===== config.mk =====
export PLATFORM = sky130hd
export DESIGN_NAME = wb_arbiter
export DESIGN_NICKNAME = d
export VERILOG_FILES = /design/src/rtl/wb_arbiter.sv
export SDC_FILE = /design/constraint.sdc
export NUM_CORES = 1
export LEC_CHECK = 0
export CAP_MARGIN = 10
export CORE_AREA = 10 10 117 119
export DETAILED_ROUTE_END_ITERATION = 8
export DIE_AREA = 0 0 127 129
export PLACE_DENSITY = 0.83
export SKIP_CTS_REPAIR_TIMING = 1
export SLEW_MARGIN = 20
export SYNTH_ARGS = -nofsm -noshare
export SYNTH_HDL_FRONTEND = slang
export SYNTH_SLANG_ARGS = --single-unit

===== constraint.sdc =====
create_clock -name clk_i -period 1.95 [get_ports clk_i]
set_input_delay 0.2925 -clock clk_i [delete_from_list [all_inputs] [get_ports clk_i]]
set_output_delay 0.2925 -clock clk_i [all_outputs]
set_load 0.01 [all_outputs]

===== src/rtl/wb_arbiter.sv =====
// Two-master, one-slave Wishbone arbiter: round-robin ownership per bus cycle,
// with a watchdog that aborts a slave that never answers a strobe.
module wb_arbiter #(
  parameter int unsigned WB_DATA_WIDTH  = 32,
  parameter int unsigned WB_ADDR_WIDTH  = 32,
  parameter int unsigned WB_SEL_WIDTH   = 4,
  parameter int unsigned TIMEOUT_CYCLES = 255
) (
  input  logic                     clk_i,
  input  logic                     rst_ni,

  input  logic [WB_ADDR_WIDTH-1:0] wb_m0_addr_i,
  input  logic [WB_DATA_WIDTH-1:0] wb_m0_data_i,
  input  logic                     wb_m0_we_i,
  input  logic [WB_SEL_WIDTH-1:0]  wb_m0_sel_i,
  input  logic                     wb_m0_stb_i,
  input  logic                     wb_m0_cyc_i,
  output logic                     wb_m0_ack_o,
  output logic                     wb_m0_err_o,
  output logic [WB_DATA_WIDTH-1:0] wb_m0_data_o,

  input  logic [WB_ADDR_WIDTH-1:0] wb_m1_addr_i,
  input  logic [WB_DATA_WIDTH-1:0] wb_m1_data_i,
  input  logic                     wb_m1_we_i,
  input  logic [WB_SEL_WIDTH-1:0]  wb_m1_sel_i,
  input  logic                     wb_m1_stb_i,
  input  logic                     wb_m1_cyc_i,
  output logic                     wb_m1_ack_o,
  output logic                     wb_m1_err_o,
  output logic [WB_DATA_WIDTH-1:0] wb_m1_data_o,

  output logic [WB_ADDR_WIDTH-1:0] wb_s_addr_o,
  output logic [WB_DATA_WIDTH-1:0] wb_s_data_o,
  output logic                     wb_s_we_o,
  output logic [WB_SEL_WIDTH-1:0]  wb_s_sel_o,
  output logic                     wb_s_stb_o,
  output logic                     wb_s_cyc_o,
  input  logic                     wb_s_ack_i,
  input  logic                     wb_s_err_i,
  input  logic [WB_DATA_WIDTH-1:0] wb_s_data_i,

  output logic [1:0]               grant_o,
  output logic                     timeout_o
);

  localparam logic [15:0] CntMax  = 16'(TIMEOUT_CYCLES);
  localparam logic [15:0] CntLast = 16'(TIMEOUT_CYCLES - 1);

  typedef enum logic [1:0] {
    StIdle,
    StBusy,
    StAbort
  } state_e;

  state_e      state_q, state_d;
  logic [1:0]  owner_q, owner_d;
  logic        last_q, last_d;
  logic [15:0] cnt_q, cnt_d;
  logic        timeout_q, timeout_d;

  logic                     own_cyc;
  logic                     own_stb;
  logic                     own_we;
  logic [WB_ADDR_WIDTH-1:0] own_addr;
  logic [WB_DATA_WIDTH-1:0] own_data;
  logic [WB_SEL_WIDTH-1:0]  own_sel;
  logic                     busy;

  // owner_q is one-hot; the slave side only ever sees the registered owner
  always_comb begin
    own_cyc  = 1'b0;
    own_stb  = 1'b0;
    own_we   = 1'b0;
    own_addr = '0;
    own_data = '0;
    own_sel  = '0;
    if (owner_q[0]) begin
      own_cyc  = wb_m0_cyc_i;
      own_stb  = wb_m0_stb_i;
      own_we   = wb_m0_we_i;
      own_addr = wb_m0_addr_i;
      own_data = wb_m0_data_i;
      own_sel  = wb_m0_sel_i;
    end else if (owner_q[1]) begin
      own_cyc  = wb_m1_cyc_i;
      own_stb  = wb_m1_stb_i;
      own_we   = wb_m1_we_i;
      own_addr = wb_m1_addr_i;
      own_data = wb_m1_data_i;
      own_sel  = wb_m1_sel_i;
    end
  end

  always_ff @(posedge clk_i or negedge rst_ni) begin
    if (!rst_ni) begin
      state_q   <= StIdle;
      owner_q   <= 2'b00;
      last_q    <= 1'b1;
      cnt_q     <= '0;
      timeout_q <= 1'b0;
    end else begin
      state_q   <= state_d;
      owner_q   <= owner_d;
      last_q    <= last_d;
      cnt_q     <= cnt_d;
      timeout_q <= timeout_d;
    end
  end

  always_comb begin
    state_d   = state_q;
    owner_d   = owner_q;
    last_d    = last_q;
    cnt_d     = '0;
    timeout_d = 1'b0;
    unique case (state_q)
      StIdle: begin
        // last_q == 1 means m1 owned the bus last, so m0 wins a tie
        if (wb_m0_cyc_i && wb_m1_cyc_i) begin
          owner_d = last_q ? 2'b01 : 2'b10;
          state_d = StBusy;
        end else if (wb_m0_cyc_i) begin
          owner_d = 2'b01;
          state_d = StBusy;
        end else if (wb_m1_cyc_i) begin
          owner_d = 2'b10;
          state_d = StBusy;
        end
      end
      StBusy: begin
        if (!own_cyc) begin
          state_d = StIdle;
          owner_d = 2'b00;
          last_d  = owner_q[1];
        end else if (own_stb && !wb_s_ack_i && !wb_s_err_i) begin
          if (cnt_q == CntLast) begin
            state_d   = StAbort;
            timeout_d = 1'b1;
          end else begin
            cnt_d = (cnt_q == CntMax) ? cnt_q : cnt_q + 16'd1;
          end
        end
      end
      StAbort: begin
        if (!own_cyc) begin
          state_d = StIdle;
          owner_d = 2'b00;
          last_d  = owner_q[1];
        end
      end
      default: begin
        state_d = StIdle;
        owner_d = 2'b00;
      end
    endcase
  end

  assign busy = (state_q == StBusy);

  assign wb_s_cyc_o  = busy & own_cyc;
  assign wb_s_stb_o  = busy & own_stb;
  assign wb_s_we_o   = busy & own_we;
  assign wb_s_addr_o = own_addr;
  assign wb_s_data_o = own_data;
  assign wb_s_sel_o  = own_sel;

  // Slave responses are dropped outside BUSY, so late acks after an abort vanish
  assign wb_m0_ack_o  = busy & owner_q[0] & wb_s_ack_i;
  assign wb_m1_ack_o  = busy & owner_q[1] & wb_s_ack_i;
  assign wb_m0_err_o  = owner_q[0] & ((busy & wb_s_err_i) | timeout_q);
  assign wb_m1_err_o  = owner_q[1] & ((busy & wb_s_err_i) | timeout_q);
  assign wb_m0_data_o = (busy && owner_q[0]) ? wb_s_data_i : '0;
  assign wb_m1_data_o = (busy && owner_q[1]) ? wb_s_data_i : '0;

  assign grant_o   = owner_q;
  assign timeout_o = timeout_q;

endmodule


# [Word level (Yosys, flattened, before mapping)]
# Cells that the tools add are included.
[classes] addsub=1 multipliers=0 div_mod_pow=0 n_lt_le_gt_ge=0 eq_ne=10 shifts=0 n_mux=36 bitwise=12 n_reduce_logical=12
[op_table] operator="$mux 32" n=6
[op_table] operator="$mux 16" n=5
[op_table] operator="$eq 16x8->1 const B" n=2
[op_table] operator="$mux 2" n=11
[op_table] operator="$add 16x1->16 const B" n=1
[op_table] operator="$and 1x1->1" n=10
[op_table] operator="$mux 1" n=10
[op_table] operator="$mux 4" n=2
[op_table] operator="$ne 3x2->1 const B" n=2
[op_table] operator="$pmux 2 s3" n=1
[op_table] operator="$logic_and 1x1->1" n=5
[op_table] operator="$ne 5x5->1 const B" n=1
[op_table] operator="$ne 2x2->1 const B" n=2
[op_table] operator="$ne 4x4->1 const B" n=1
[op_table] operator="$pmux 2 s2" n=1
[op_table] operator="$reduce_and 2->1" n=2
[op_table] operator="$reduce_and 4->1" n=1
[op_table] operator="$eq 2x1->1 const B" n=1
[op_table] operator="$eq 2x2->1 const B" n=1
[op_table] operator="$logic_not 1->1" n=2
[op_table] operator="$logic_not 2->1" n=1
[op_table] operator="$reduce_or 2->1" n=1
[op_table] operator="$not 1->1" n=1
[op_table] operator="$or 1x1->1" n=1
[word_totals] register_bits=22 latch_bits=0 mem_bits_rw=0 romBits=0 output_inout_bits=142 mem_count=0

# [Longest topological paths before layout]
[depth] ltp_word=7 mapped_depth=7 depth_no_buf=6

# [Worst setup path after synthesis]
# No wires, ideal clock.
[synth_path] kind="flip-flop to flip-flop" from="register cnt_q[9]" to="register cnt_q[10]" setup_time_ns=0.122 arrival_time_ns=1.818 required_ns=1.828 setup_slack_ns=0.009 stages_incl_launch_ff=6 path_buffers=1 path_cell_list="dfrtp_1 > or4_4 > or4_1 > buf_2 > nand4_2 > nor2_1"
[synth_between] elab_chain_cells=6 word_cells_on_any_way=9 classes_between="add/sub (1); eq/ne (3); mux (5)"
[synth_lines] element="start, declared" line="58" source="logic [15:0] cnt_q, cnt_d;"
[synth_lines] element="start signal, assigned" line="105" source="cnt_q <= cnt_d;"
[synth_lines] element="$add 16x1->16" line="140" source="cnt_d = (cnt_q == CntMax) ? cnt_q : cnt_q + 16'd1;"
[synth_lines] element="$mux 16" line="140"
[synth_lines] element="$mux 16" line="136" source="if (cnt_q == CntLast) begin"
[synth_lines] element="$mux 16" line="135" source="end else if (own_stb && !wb_s_ack_i && !wb_s_err_i) begin"
[synth_lines] element="$mux 16" line="131" source="if (!own_cyc) begin"
[synth_lines] element="$mux 16" line="116" source="unique case (state_q)"
# Parallel ways exist; a longest one is shown, timed or not. The select of a mux whose other input is x is not followed.
# A chain may end at the register's enable or synchronous reset.

# [Worst setup path in the final report]
[layout_path] from="register cnt_q[11]" to="register cnt_q[1]"
[layout_between] elab_chain_cells=5 word_cells_on_any_way=7 classes_between="eq/ne (3); mux (4)"
[layout_lines] element="$eq 16x8->1" line="136"
[layout_lines] element="$mux 16" line="136"
[layout_lines] element="$mux 16" line="135"
[layout_lines] element="$mux 16" line="131"
[layout_lines] element="$mux 16" line="116"
# Parallel ways exist; a longest one is shown, timed or not.

==> run metrics <==
status complete, but fails checks; failing checks negative setup slack; Initial Utilization 0.2212; Yosys top cell area share 0.2344; Layout fillers 976; initial antenna violation count 2; Req. time, crit path 2.13 ns; FMAX 507.1 MHz; Async S/R FF share, synth 1.000; Placer Congestion 0.8653; Worst Max-Slew Pin Slew 0.3721 ns; delay-heaviest family, CP simple AND/OR/NAND/NOR gates; Final ANT Viol Nets 0; routed length on met1 7.674 mm; worst path cell trace or4_4 > buf_6 > nor4_4 > buf_4 > nand3_2 > a21oi_2; dpl ws -0.1518 ns; clock latency on the worst-skew pair 0.26 ns; # setup viols final 4; Final Hold Fails 0; slowest cell on the critical path or4_4; top cells by area, synth a22o_1 23%, dfrtp_1 21%, and3_1 17%; Total Power Consumption 6.636 mW; Critical Path End Type register; iteration count of the initial detailed-routing pass 5; Placeable Area 11320 sq um; MaxCap Viol Count 0; Critical Path Start Type register; H-tree level count 1; routed wl met3 3.650 mm; cell taking the most area after synthesis a22o_1; Root Buffer clkbuf_16; GRT Util Overall 0.2213; initial drt markers 444; RSZ-0062 raised after global routing true; Distinct cells, synth 44; Reg2Reg Setup Slack -0.02 ns; Max IR drop VDD 0.5370 mV; Worst R2R Start cnt_q[11]; Final Cycle Share 1.011; skew final 0.001616 ns; vias in the first global route 4091; Avg WL per Cell 27.48 um; final worst slack -0.02204 ns; EDFF count, synth 0; Syn Inst Count 315; global-route wire length before repair 27.59 mm; min cycle time layout 1.972 ns; Avg Vias per Cell 5.264; r2r worst-path depth 6; die area 16380 sq um; arrival time worst endpoint 2.16 ns; Die X 127 um; area grow syn2layout 158.1%; Final nets 836; critical path class register to register; main flop type after synthesis dfrtp_1; final WL 21.84 mm; vias after detailed routing 4185; highest metal used met5; worst rel slew slack 0.7512; clk slew on worst S/H paths 0.06 ns; Ys Warns 0; HP Class input port to asynchronous set/reset pin; top-count cell post-synth and3_1; CP Max Fanout 3; layout cells sized above 1 0.2243; Worst R2R End cnt_q[1]; max-slew violation count 0; total CTS buffers 3; fin util 0.5708; Overflow after GRT 0; P per Cell Area 1027 nW/um^2; non-filler instance count after layout 795; Placed Cells 778; DRC 0; Largest stage delay, worst path 0.58 ns; Avg Synthesized Cell Area 7.948 sq um; Post-Syn Nets 499; P_leak 4.073 nW; num rows 39; CTS Buffer Depth 2; CP bufs+invs 2; Ports 320; TNS Setup -0.05611 ns; largest net degree at the start of global routing 70; CTS tree yes; routed wl met2 10.32 mm; Seq cells post-synth 22; Syn Std Cell Area 2504 sq um; Sinks on Clock Net 22; hpwl dp 17.25 mm; IO Port Bufs 319; Synth top cells by count 68 x and3_1, 67 x a22o_1, 27 x clkbuf_1; sequential area share after synthesis 0.2204; chip height 129 um
[layout make-up]
class | count | area, sq um | share of cell area
flip-flops and latches | 22 | 554.3 | 0.08577
clock buffers | 3 | 75.07 | 0.01162
well taps | 143 | 178.9 | 0.02769
clock inverters | 1 | 30.03 | 0.004647
inverters | 7 | 26.28 | 0.004066
multi-input cells | 253 | 1953 | 0.3022
diodes | 1 | 2.502 | 0.0003872
repair buffers | 365 | 3642 | 0.5636
[metal layers]
layer	global-route usage	up-vias
met4	0.01072	2
met2	0.3542	248
met5	0	-
met3	0.1749	23
li1	-	1898
met1	0.2370	2014
[cell families (layout without fill, tap and decap cells)]
kind of cell,Yosys count,after routing,share of synthesized area
XOR/XNOR,7,7,0.02449
flip-flops,22,22,0.2204
AO/OA/AOI/OAI,99,99,0.3183
other,0,1,0
multiplexers,2,2,0.008995
AND/OR/NAND/NOR,139,139,0.3368
buffers and inverters,40,376,0.06097
adder cells (fa/ha/maj),6,6,0.02998
[worst register-to-register path, cell delays in order (launching register included)]
cell	delay, ns
dfrtp_1	0.38
or4_4	0.58
buf_6	0.16
nor4_4	0.35
buf_4	0.19
nand3_2	0.08
a21oi_2	0.16
[worst max path at each step]
stage	startpoint	end	slack [ns]	cells after the start
finish	cnt_q[11]	cnt_q[1]	-0.02	6
global route	grant_o[1]	wb_s_data_o[17]	-0.14	4
CTS	state_q[1]	wb_s_stb_o	-0.39	5
detailed placement	wb_m1_cyc_i	wb_s_cyc_o	-0.15	4
global placement	wb_m1_cyc_i	wb_s_cyc_o	-0.13	4
floorplan	cnt_q[9]	cnt_q[10]	0.009	5
[state kept, by name (all words and copies together) (netlist names)]
signal / flops
cnt_q: 16
last_q: 1
grant_o: 2
state_q: 2
timeout_o: 1
[placed cells by master, fill, tap and decap left out, types with 3 or more instances in the layout]
cell type,synthesis,layout
clkdlybuf4s50_1,0,181
nor2_1,13,12
xnor2_1,7,7
buf_4,0,39
inv_1,7,6
nand3_2,0,4
buf_6,0,3
nand3_1,9,5
dlymetal6s2s_1,0,78
nand4_1,3,3
nor3_1,6,6
a22o_1,67,63
a21oi_1,11,9
buf_12,0,5
a22o_4,0,4
ha_1,6,5
nor4_1,3,3
nand2_1,13,12
clkbuf_16,0,8
buf_2,2,9
dfrtp_1,21,19
clkbuf_2,0,43
or4_4,3,4
and3_1,68,68
[through the flow]
step / hold WS [ns] / cell area [sq um]
after CTS: 0.3889 / 6158
after detailed placement: 0.5368 / 6053
after global routing: 0.4038 / 6460
final: 0.3703 / 6462
after global placement: 0.5193 / 6053
after floorplan: -0.003091 / 2504
[report_power, final]
group / internal (mW) / switching, mW
Combinational: 2.76 / 2.73
Clock: 0.408 / 0.179
Sequential: 0.505 / 0.0515
Note: power is estimated with default switching activity, not from simulation.
